<file path="config.mk">
export PLATFORM = sky130hd
export DESIGN_NAME = cond_logic
export DESIGN_NICKNAME = d
export VERILOG_FILES = /design/src/rtl/cond_pkg.sv /design/src/rtl/cond_check.sv /design/src/rtl/cond_logic.sv
export SDC_FILE = /design/constraint.sdc
export NUM_CORES = 1
export LEC_CHECK = 0
export CAP_MARGIN = 20
export CORE_MARGIN = 5
export CORE_UTILIZATION = 30
export CTS_CLUSTER_DIAMETER = 200
export DETAILED_ROUTE_END_ITERATION = 12
export PLACE_DENSITY = 0.79
export SLEW_MARGIN = 20
export SYNTH_ARGS = -nofsm -noshare
export SYNTH_HDL_FRONTEND = slang
export SYNTH_SLANG_ARGS = --single-unit
</file>
<file path="constraint.sdc">
create_clock -name clk -period 2.98 [get_ports clk]
set_clock_uncertainty 0.2 [all_clocks]
set_input_delay 0.596 -clock clk [delete_from_list [all_inputs] [get_ports clk]]
set_output_delay 0.596 -clock clk [all_outputs]
set_load 0.005 [all_outputs]
</file>
<file path="src/rtl/cond_pkg.sv">
`default_nettype none
// ============================================================================
// Module      : cond_pkg
// Description : Shared constants for the conditional-execution stage.
//               Condition encodings, NZCV flag bit positions and FlagW bits.
// Revision    : 1.0 - initial release
// ============================================================================
package cond_pkg;

    // Condition field encodings (Instr[31:28])
    localparam logic [3:0] COND_EQ = 4'b0000;
    localparam logic [3:0] COND_NE = 4'b0001;
    localparam logic [3:0] COND_CS = 4'b0010;
    localparam logic [3:0] COND_CC = 4'b0011;
    localparam logic [3:0] COND_MI = 4'b0100;
    localparam logic [3:0] COND_PL = 4'b0101;
    localparam logic [3:0] COND_VS = 4'b0110;
    localparam logic [3:0] COND_VC = 4'b0111;
    localparam logic [3:0] COND_HI = 4'b1000;
    localparam logic [3:0] COND_LS = 4'b1001;
    localparam logic [3:0] COND_GE = 4'b1010;
    localparam logic [3:0] COND_LT = 4'b1011;
    localparam logic [3:0] COND_GT = 4'b1100;
    localparam logic [3:0] COND_LE = 4'b1101;
    localparam logic [3:0] COND_AL = 4'b1110;
    localparam logic [3:0] COND_NV = 4'b1111;

    // Bit positions inside the {N,Z,C,V} flag vector
    localparam int FLAG_N = 3;
    localparam int FLAG_Z = 2;
    localparam int FLAG_C = 1;
    localparam int FLAG_V = 0;

    // Bit positions inside FlagW
    localparam int FLAGW_NZ = 1;
    localparam int FLAGW_CV = 0;

endpackage : cond_pkg
`default_nettype wire

</file>
<file path="src/rtl/cond_check.sv">
`default_nettype none
// ============================================================================
// Module      : cond_check
// Description : Purely combinational condition evaluator. Decodes the 4-bit
//               condition field against the architectural NZCV flags.
// Revision    : 1.0 - initial release
// ============================================================================
module cond_check
    import cond_pkg::*;
(
    input  logic [3:0] Cond,
    input  logic [3:0] Flags,
    output logic       CondEx
);

    logic w_n;
    logic w_z;
    logic w_c;
    logic w_v;
    logic w_ge;

    assign w_n  = Flags[FLAG_N];
    assign w_z  = Flags[FLAG_Z];
    assign w_c  = Flags[FLAG_C];
    assign w_v  = Flags[FLAG_V];
    assign w_ge = (w_n == w_v);

    // Decode the condition field into a pass/fail result
    always_comb begin
        CondEx = 1'b0;
        case (Cond)
            COND_EQ: CondEx = w_z;
            COND_NE: CondEx = ~w_z;
            COND_CS: CondEx = w_c;
            COND_CC: CondEx = ~w_c;
            COND_MI: CondEx = w_n;
            COND_PL: CondEx = ~w_n;
            COND_VS: CondEx = w_v;
            COND_VC: CondEx = ~w_v;
            COND_HI: CondEx = w_c & ~w_z;
            COND_LS: CondEx = ~w_c | w_z;
            COND_GE: CondEx = w_ge;
            COND_LT: CondEx = ~w_ge;
            COND_GT: CondEx = ~w_z & w_ge;
            COND_LE: CondEx = w_z | ~w_ge;
            COND_AL: CondEx = 1'b1;
            COND_NV: CondEx = 1'b0;
            default: CondEx = 1'b0;
        endcase
    end

endmodule : cond_check
`default_nettype wire

</file>
<file path="src/rtl/cond_logic.sv">
`default_nettype none
// ============================================================================
// Module      : cond_logic
// Description : Conditional-execution stage. Owns the NZCV flag register,
//               gates PC/register/memory writes with the condition result and
//               optionally counts executed and squashed instructions.
//               Optional feature macro: COND_PERF_CNT_EN (enables counters;
//               when undefined ExecCnt/SquashCnt are tied to zero).
// Revision    : 1.0 - initial release
// ============================================================================
module cond_logic
    import cond_pkg::*;
#(
    parameter int CNT_W = 32
) (
    input  logic             clk,
    input  logic             reset,
    input  logic             Enable,
    input  logic [3:0]       Cond,
    input  logic [3:0]       ALUFlags,
    input  logic [1:0]       FlagW,
    input  logic             PCS,
    input  logic             RegW,
    input  logic             MemW,
    input  logic             NoWrite,
    output logic             PCSrc,
    output logic             RegWrite,
    output logic             MemWrite,
    output logic             CondEx,
    output logic [3:0]       Flags,
    output logic [CNT_W-1:0] ExecCnt,
    output logic [CNT_W-1:0] SquashCnt
);

    logic [3:0] r_flags;
    logic       w_cond_ex;
    logic       w_exec;
    logic       w_squash;

    // Condition is always judged against the registered flags, never ALUFlags
    cond_check u_cond_check (
        .Cond   (Cond),
        .Flags  (r_flags),
        .CondEx (w_cond_ex)
    );

    assign w_exec   = Enable & w_cond_ex;
    assign w_squash = Enable & ~w_cond_ex;

    assign CondEx   = w_cond_ex;
    assign Flags    = r_flags;
    assign PCSrc    = PCS  & w_exec;
    assign RegWrite = RegW & w_exec & ~NoWrite;
    assign MemWrite = MemW & w_exec;

    // NZCV register: the two halves update independently, only for executed ops
    always_ff @(posedge clk) begin
        if (reset) begin
            r_flags <= 4'b0000;
        end else if (w_exec) begin
            if (FlagW[FLAGW_NZ]) begin
                r_flags[FLAG_N] <= ALUFlags[FLAG_N];
                r_flags[FLAG_Z] <= ALUFlags[FLAG_Z];
            end
            if (FlagW[FLAGW_CV]) begin
                r_flags[FLAG_C] <= ALUFlags[FLAG_C];
                r_flags[FLAG_V] <= ALUFlags[FLAG_V];
            end
        end
    end

`ifdef COND_PERF_CNT_EN
    logic [CNT_W-1:0] r_exec_cnt;
    logic [CNT_W-1:0] r_squash_cnt;

    // Execute/squash counters; exactly one advances per enabled cycle, wrapping
    always_ff @(posedge clk) begin
        if (reset) begin
            r_exec_cnt   <= '0;
            r_squash_cnt <= '0;
        end else begin
            if (w_exec) begin
                r_exec_cnt <= r_exec_cnt + 1'b1;
            end
            if (w_squash) begin
                r_squash_cnt <= r_squash_cnt + 1'b1;
            end
        end
    end

    assign ExecCnt   = r_exec_cnt;
    assign SquashCnt = r_squash_cnt;
`else
    logic w_unused_squash;
    assign w_unused_squash = w_squash;
    assign ExecCnt         = '0;
    assign SquashCnt       = '0;
`endif

endmodule : cond_logic
`default_nettype wire

</file>
== Word-level counts from Yosys, hierarchy flattened ==
Index checks and enable logic that the tools add are counted.

* Bits in registers: 4
* Bits of input ports: 17
* Output and inout bits: 72
* Logic and storage cells: 37

* Eq/ne operators: 16
* Multiplexer cells: 1
* Bitwise operators: 15
* Reduce and logical (&&, ||, !) cells: 3

{| class="wikitable"
|+ Operators by type and width
! kind !! number
|-
| $eq 4x4->1 const B || 8
|-
| $eq 4x3->1 const B || 4
|-
| $pmux 1 s16 || 1
|-
| $eq 4x2->1 const B || 2
|-
| $and 1x1->1 || 7
|-
| $not 1->1 || 6
|-
| $eq 4x1->1 const B || 1
|-
| $logic_not 4->1 || 1
|-
| $reduce_and 2->1 || 2
|-
| $or 1x1->1 || 2
|-
| $eq 1x1->1 || 1
|}

== Depth between registers and ports, before layout ==
* Depth after elaboration: 7
* Mapped depth: 7
* Gate-level depth less buffers: 6

== Cells and area by module ==
A second synthesis with hierarchy kept.

* Cells, all modules: 109
* Area total of the unflattened synthesis: 857.1 µm²

{| class="wikitable"
|+ By module, submodules not included
! module !! instances !! cells an instance !! area each (µm²) !! seq. area each (µm²)
|-
| cond_logic || 1 || 86 || 701.9 || 80.1
|-
| cond_check || 1 || 23 || 155.1 || 0.0
|}

== Least setup slack after synthesis ==
No wires, ideal clock.

* Path kind: in2out
* From: input Cond[2]
* To: output RegWrite
* Arrival time: 1866 ps
* Required time: 2184 ps
* Slack: 318 ps
* Stages on the path: 6
* Buffers on the path: 1
* Path through: buf_4 > or3b_1 > mux2i_1 > a311oi_1 > a211oi_2 > and4b_1

* Longest elaborated chain between the ends: 5
* Elaborated cells between the ends (all ways): 20
* Classes of those cells: eq/ne: 15; mux: 1; bitwise: 3; reduce/logical: 1

{| class="wikitable"
|+ Ends and longest elaborated chain
! element !! line !! RTL
|-
| from (decl) || cond_logic.sv:19 || <nowiki>input logic [3:0] Cond,</nowiki>
|-
| $eq 4x4->1 (tied with other cells) || cond_check.sv:31 || <nowiki>case (Cond)</nowiki>
|-
| $pmux 1 s16 * || cond_check.sv:31 ||
|-
| net CondEx || cond_logic.sv:29 || <nowiki>output logic CondEx,</nowiki>
|-
| $and 1x1->1 * || cond_logic.sv:47 || <nowiki>assign w_exec = Enable & w_cond_ex;</nowiki>
|-
| $and 1x1->1 * (2 in a row) || cond_logic.sv:53 || <nowiki>assign RegWrite = RegW & w_exec & ~NoWrite;</nowiki>
|-
| to (decl) || cond_logic.sv:27 || <nowiki>output logic RegWrite,</nowiki>
|}

The timed path passes the listed nets; every way through them passes the cells marked *.

== Final worst setup path ==
* From: input Cond[0]
* To: output RegWrite

* Longest elaborated chain between the ends: 5
* Elaborated cells between the ends (all ways): 20
* Classes of those cells: eq/ne: 15; mux: 1; bitwise: 3; reduce/logical: 1

{| class="wikitable"
|+ Ends and longest elaborated chain
! element !! line
|-
| $eq 4x4->1 (tied with other cells) || cond_check.sv:31
|-
| $pmux 1 s16 * || cond_check.sv:31
|-
| $and 1x1->1 * || cond_logic.sv:47
|-
| $and 1x1->1 * (2 in a row) || cond_logic.sv:53
|}

Every way passes the cells marked *; elsewhere a longest branch is shown, timed or not.

==> impl_metrics.yaml <==
outcome:
  status: "complete, no violations"
routing:
  drt_iter0_markers: 14
  drtAntennaViolNets: 0
  drt_wl_total_um: 1723
  avgViaCountPerCell: 3.551
  wl_per_cell_um: 9.314
  post-route-drc-count: 0
  drtPass1Iterations: 4
  vias: 657
sta:
  final_max_slew_viol_count: 0
  tns_ns: 0
  finalSetupViolCount: 0
  fin_crit_sh_pct: 96.58
  fin_crit_ns: 2.878
  rsz0062_at_grt: "no"
  hold_viol: 0
  max_freq_mhz: 347.5
synthesis:
  syn_inst: 118
  synth-edff-count: 0
  synth_area_um2: 927.1
  ys.flop_type: "dfxtp_1"
  yosysSeqAreaShare_pct: 8.637
  yosysUniqueCellTypes: 28
  yosys_warnings: 0
  async_reset_ff_share_pct: 0
  synth_seq_cells: 4
  syn_area_per_cell_um2: 7.857
pwr:
  ir_worst_vdd_mv: 0.1188
  p_sw_mw: 0.07814
  power.internal_mw: 0.1621
  power_leakage_nw: 0.5526
  power_density_mw_per_mm2: 228.0
  combPwrFrac_pct: 48.0
  seqPwrFrac_pct: 24.7
  clkPwrFrac_pct: 27.3
  switching_share_pct: 32.53
grt:
  grt_pass1_vias: 567
  grt_overflow: 0
  track_usage_pct: 6.577
  grt_max_degree: 9
  grt_pass1_wl_um: 2221
  antenna_found_initial: 0
clock_network:
  cts_max_path_buffers: 2
  cts_root_buffer: "clkbuf_4"
  cts.sink_count: 4
  worstSkewPairLatency_ns: 0.23
  numCtsBuffers: 3
  htree_levels: 1
  postCtsHoldBufs: 0
  clk_pin_slew_ns: 0.04
  cts_tree: "yes"
floorplanning:
  dieArea_mm2: 0.004302
  fp-row-count: 20
  start_util_pct: 30.87
  io_pins: 89
  dieHeight_um: 65.59
  core_region_area_mm2: 0.003003
  chipWidth_um: 65.59
placement:
  gp_congestion: 0.7883
  port-buffer-count: 24
  dpl-instance-area_mm2: 0.001006
  dp_hpwl_um: 1481
critical_path:
  reg2reg_slack_ns: 0.78
  path_class: "primary input to output port"
  required_ns: 2.18
  r2r_end: "Flags[2]$_SDFFE_PP0P_"
  crit_slowest_cell: "or3b_1"
  start_kind: "primary input"
  crit_chain: "buf_2 -> or3b_1 -> mux2i_1 -> a311oi_2 -> a211oi_2 -> buf_4 -> and4b_1 -> buf_2"
  crit_arrival_ns: 2.08
  max_stage_delay_ns: 0.36
  crit_family: "simple AND/OR/NAND/NOR gates"
  rr_startpoint: "Flags[3]$_SDFFE_PP0P_"
  cp.depth: 8
  cp-end-kind: "output port"
  r2r_cells: 8
  timing.critical_path.mode_cell: "buf_2"
  crit_fanout: 5
  crit_buf_inv: 3
worst_hold_path:
  min_path_type: "flop to flop"
  hold_path_depth: 2
  hold_end: "Flags[1]$_SDFFE_PP0P_"
  worstHoldStart: "Flags[1]$_SDFFE_PP0P_"
finish:
  mostFrequentLayoutCells: "64 x conb_1, 16 x clkdlybuf4s50_1, 9 x buf_4, 7 x nand2b_1, 6 x mux2i_1"
  fin_area_mm2: 0.001054
  largest_reg_flops: 4
  area_delta_synth_final_pct: 13.63
  final_common_cell: "conb_1"
  n_antenna_cell: 0
  fillers: 328
  nNetsFinal: 171
  drive_above_1_share_pct: 16.45
job:
  max-cap-violations: 0
==> layout make-up <==
type | count | area [um2] | area share (%)
multi-input combinational | 108 | 599.3 | 56.89
timing repair buffer | 34 | 299.0 | 28.38
sequential | 4 | 80.08 | 7.601
tap | 33 | 41.29 | 3.919
clock buffer | 3 | 22.52 | 2.138
inverter | 3 | 11.26 | 1.069
==> power groups by stage <==
stage	Combinational, mW	Clock (mW)	Sequential (mW)
final	0.115	0.0655	0.0594
after global routing	0.128	0.0706	0.0597
after CTS	0.113	0.0688	0.0594
after detailed placement	0.107	0	0.0596
after global placement	0.106	0	0.0596
after floorplan	0.117	0	0.0604
==> how the worst max path moves through the flow <==
stage	from	end	slack (ns)
floorplan	Cond[2]	RegWrite	0.32
global placement	Cond[0]	RegWrite	-0.58
detailed placement	Cond[0]	RegWrite	-0.57
CTS	Cond[1]	RegWrite	0.09
global route	Cond[0]	RegWrite	0.008
finish	Cond[0]	RegWrite	0.10
==> timing repair <==
action,in CTS,in global routing
setup endpoints to repair,4,1
setup buffers,2,0
pin swaps,7,4
gates cloned,0,0
resized for setup,24,1
==> routing by layer <==
layer	wire length [um]	share of wire, %	global-route usage (%)	vias to the layer above
li1	-	-	-	327
met1	614	36	6.946	282
met2	858	50	10.87	46
met3	238	14	2.393	2
met4	12	0.70	4.404	0
met5	0	0	0	-
==> Yosys cell counts (2+ instances only) <==
| cell type | count | share of area, % |
|---|---|---|
| and3_1 | 2 | 1.3 |
| and3_4 | 2 | 2.4 |
| buf_4 | 65 | 53 |
| dfxtp_1 | 4 | 8.6 |
| inv_1 | 3 | 1.2 |
| mux2i_1 | 7 | 7.6 |
| nand2_1 | 2 | 0.81 |
| nand2b_1 | 7 | 4.7 |
| nor2_1 | 4 | 1.6 |
| o21a_1 | 2 | 1.6 |
| o21ai_0 | 2 | 1.1 |
| or2b_1 | 2 | 1.6 |
==> worst min-delay path, delay by kind of cell, from the launching register on <==
| kind | cells | cell delay [ns] |
|---|---|---|
| flip-flops | 1 | 0.37 |
| AND/OR/NAND/NOR | 1 | 0.10 |
| multiplexers | 1 | 0.05 |
==> metrics by stage <==
step / hold slack (ns) / worst slack (ns) / utilization, % / power (mW) / std cells
6_report: 0.3788 / 0.1019 / 35.08 / 0.2402 / 185
3_5_place_dp: 0.3513 / -0.5659 / 33.50 / 0.1662 / 180
5_1_grt: 0.4398 / 0.007599 / 35.08 / 0.2580 / 185
4_1_cts: 0.3701 / 0.09282 / 35.29 / 0.2411 / 185
2_1_floorplan: 0.3133 / 0.3182 / - / 0.1778 / 181
3_3_place_gp: 0.3433 / -0.5772 / 33.50 / 0.1658 / 180
==> cells by family after synthesis <==
kind of cell,count (synthesis),synth area share [%]
and+or+nand+nor,25,17.41
other,1,0.4045
muxes,8,9.177
DFF,4,8.637
xor gates and xnor gates,1,0.9448
buffers and inverters,69,55.06
AOI/OAI and AO/OA,10,8.368
Power figures use the tool's default switching activity.
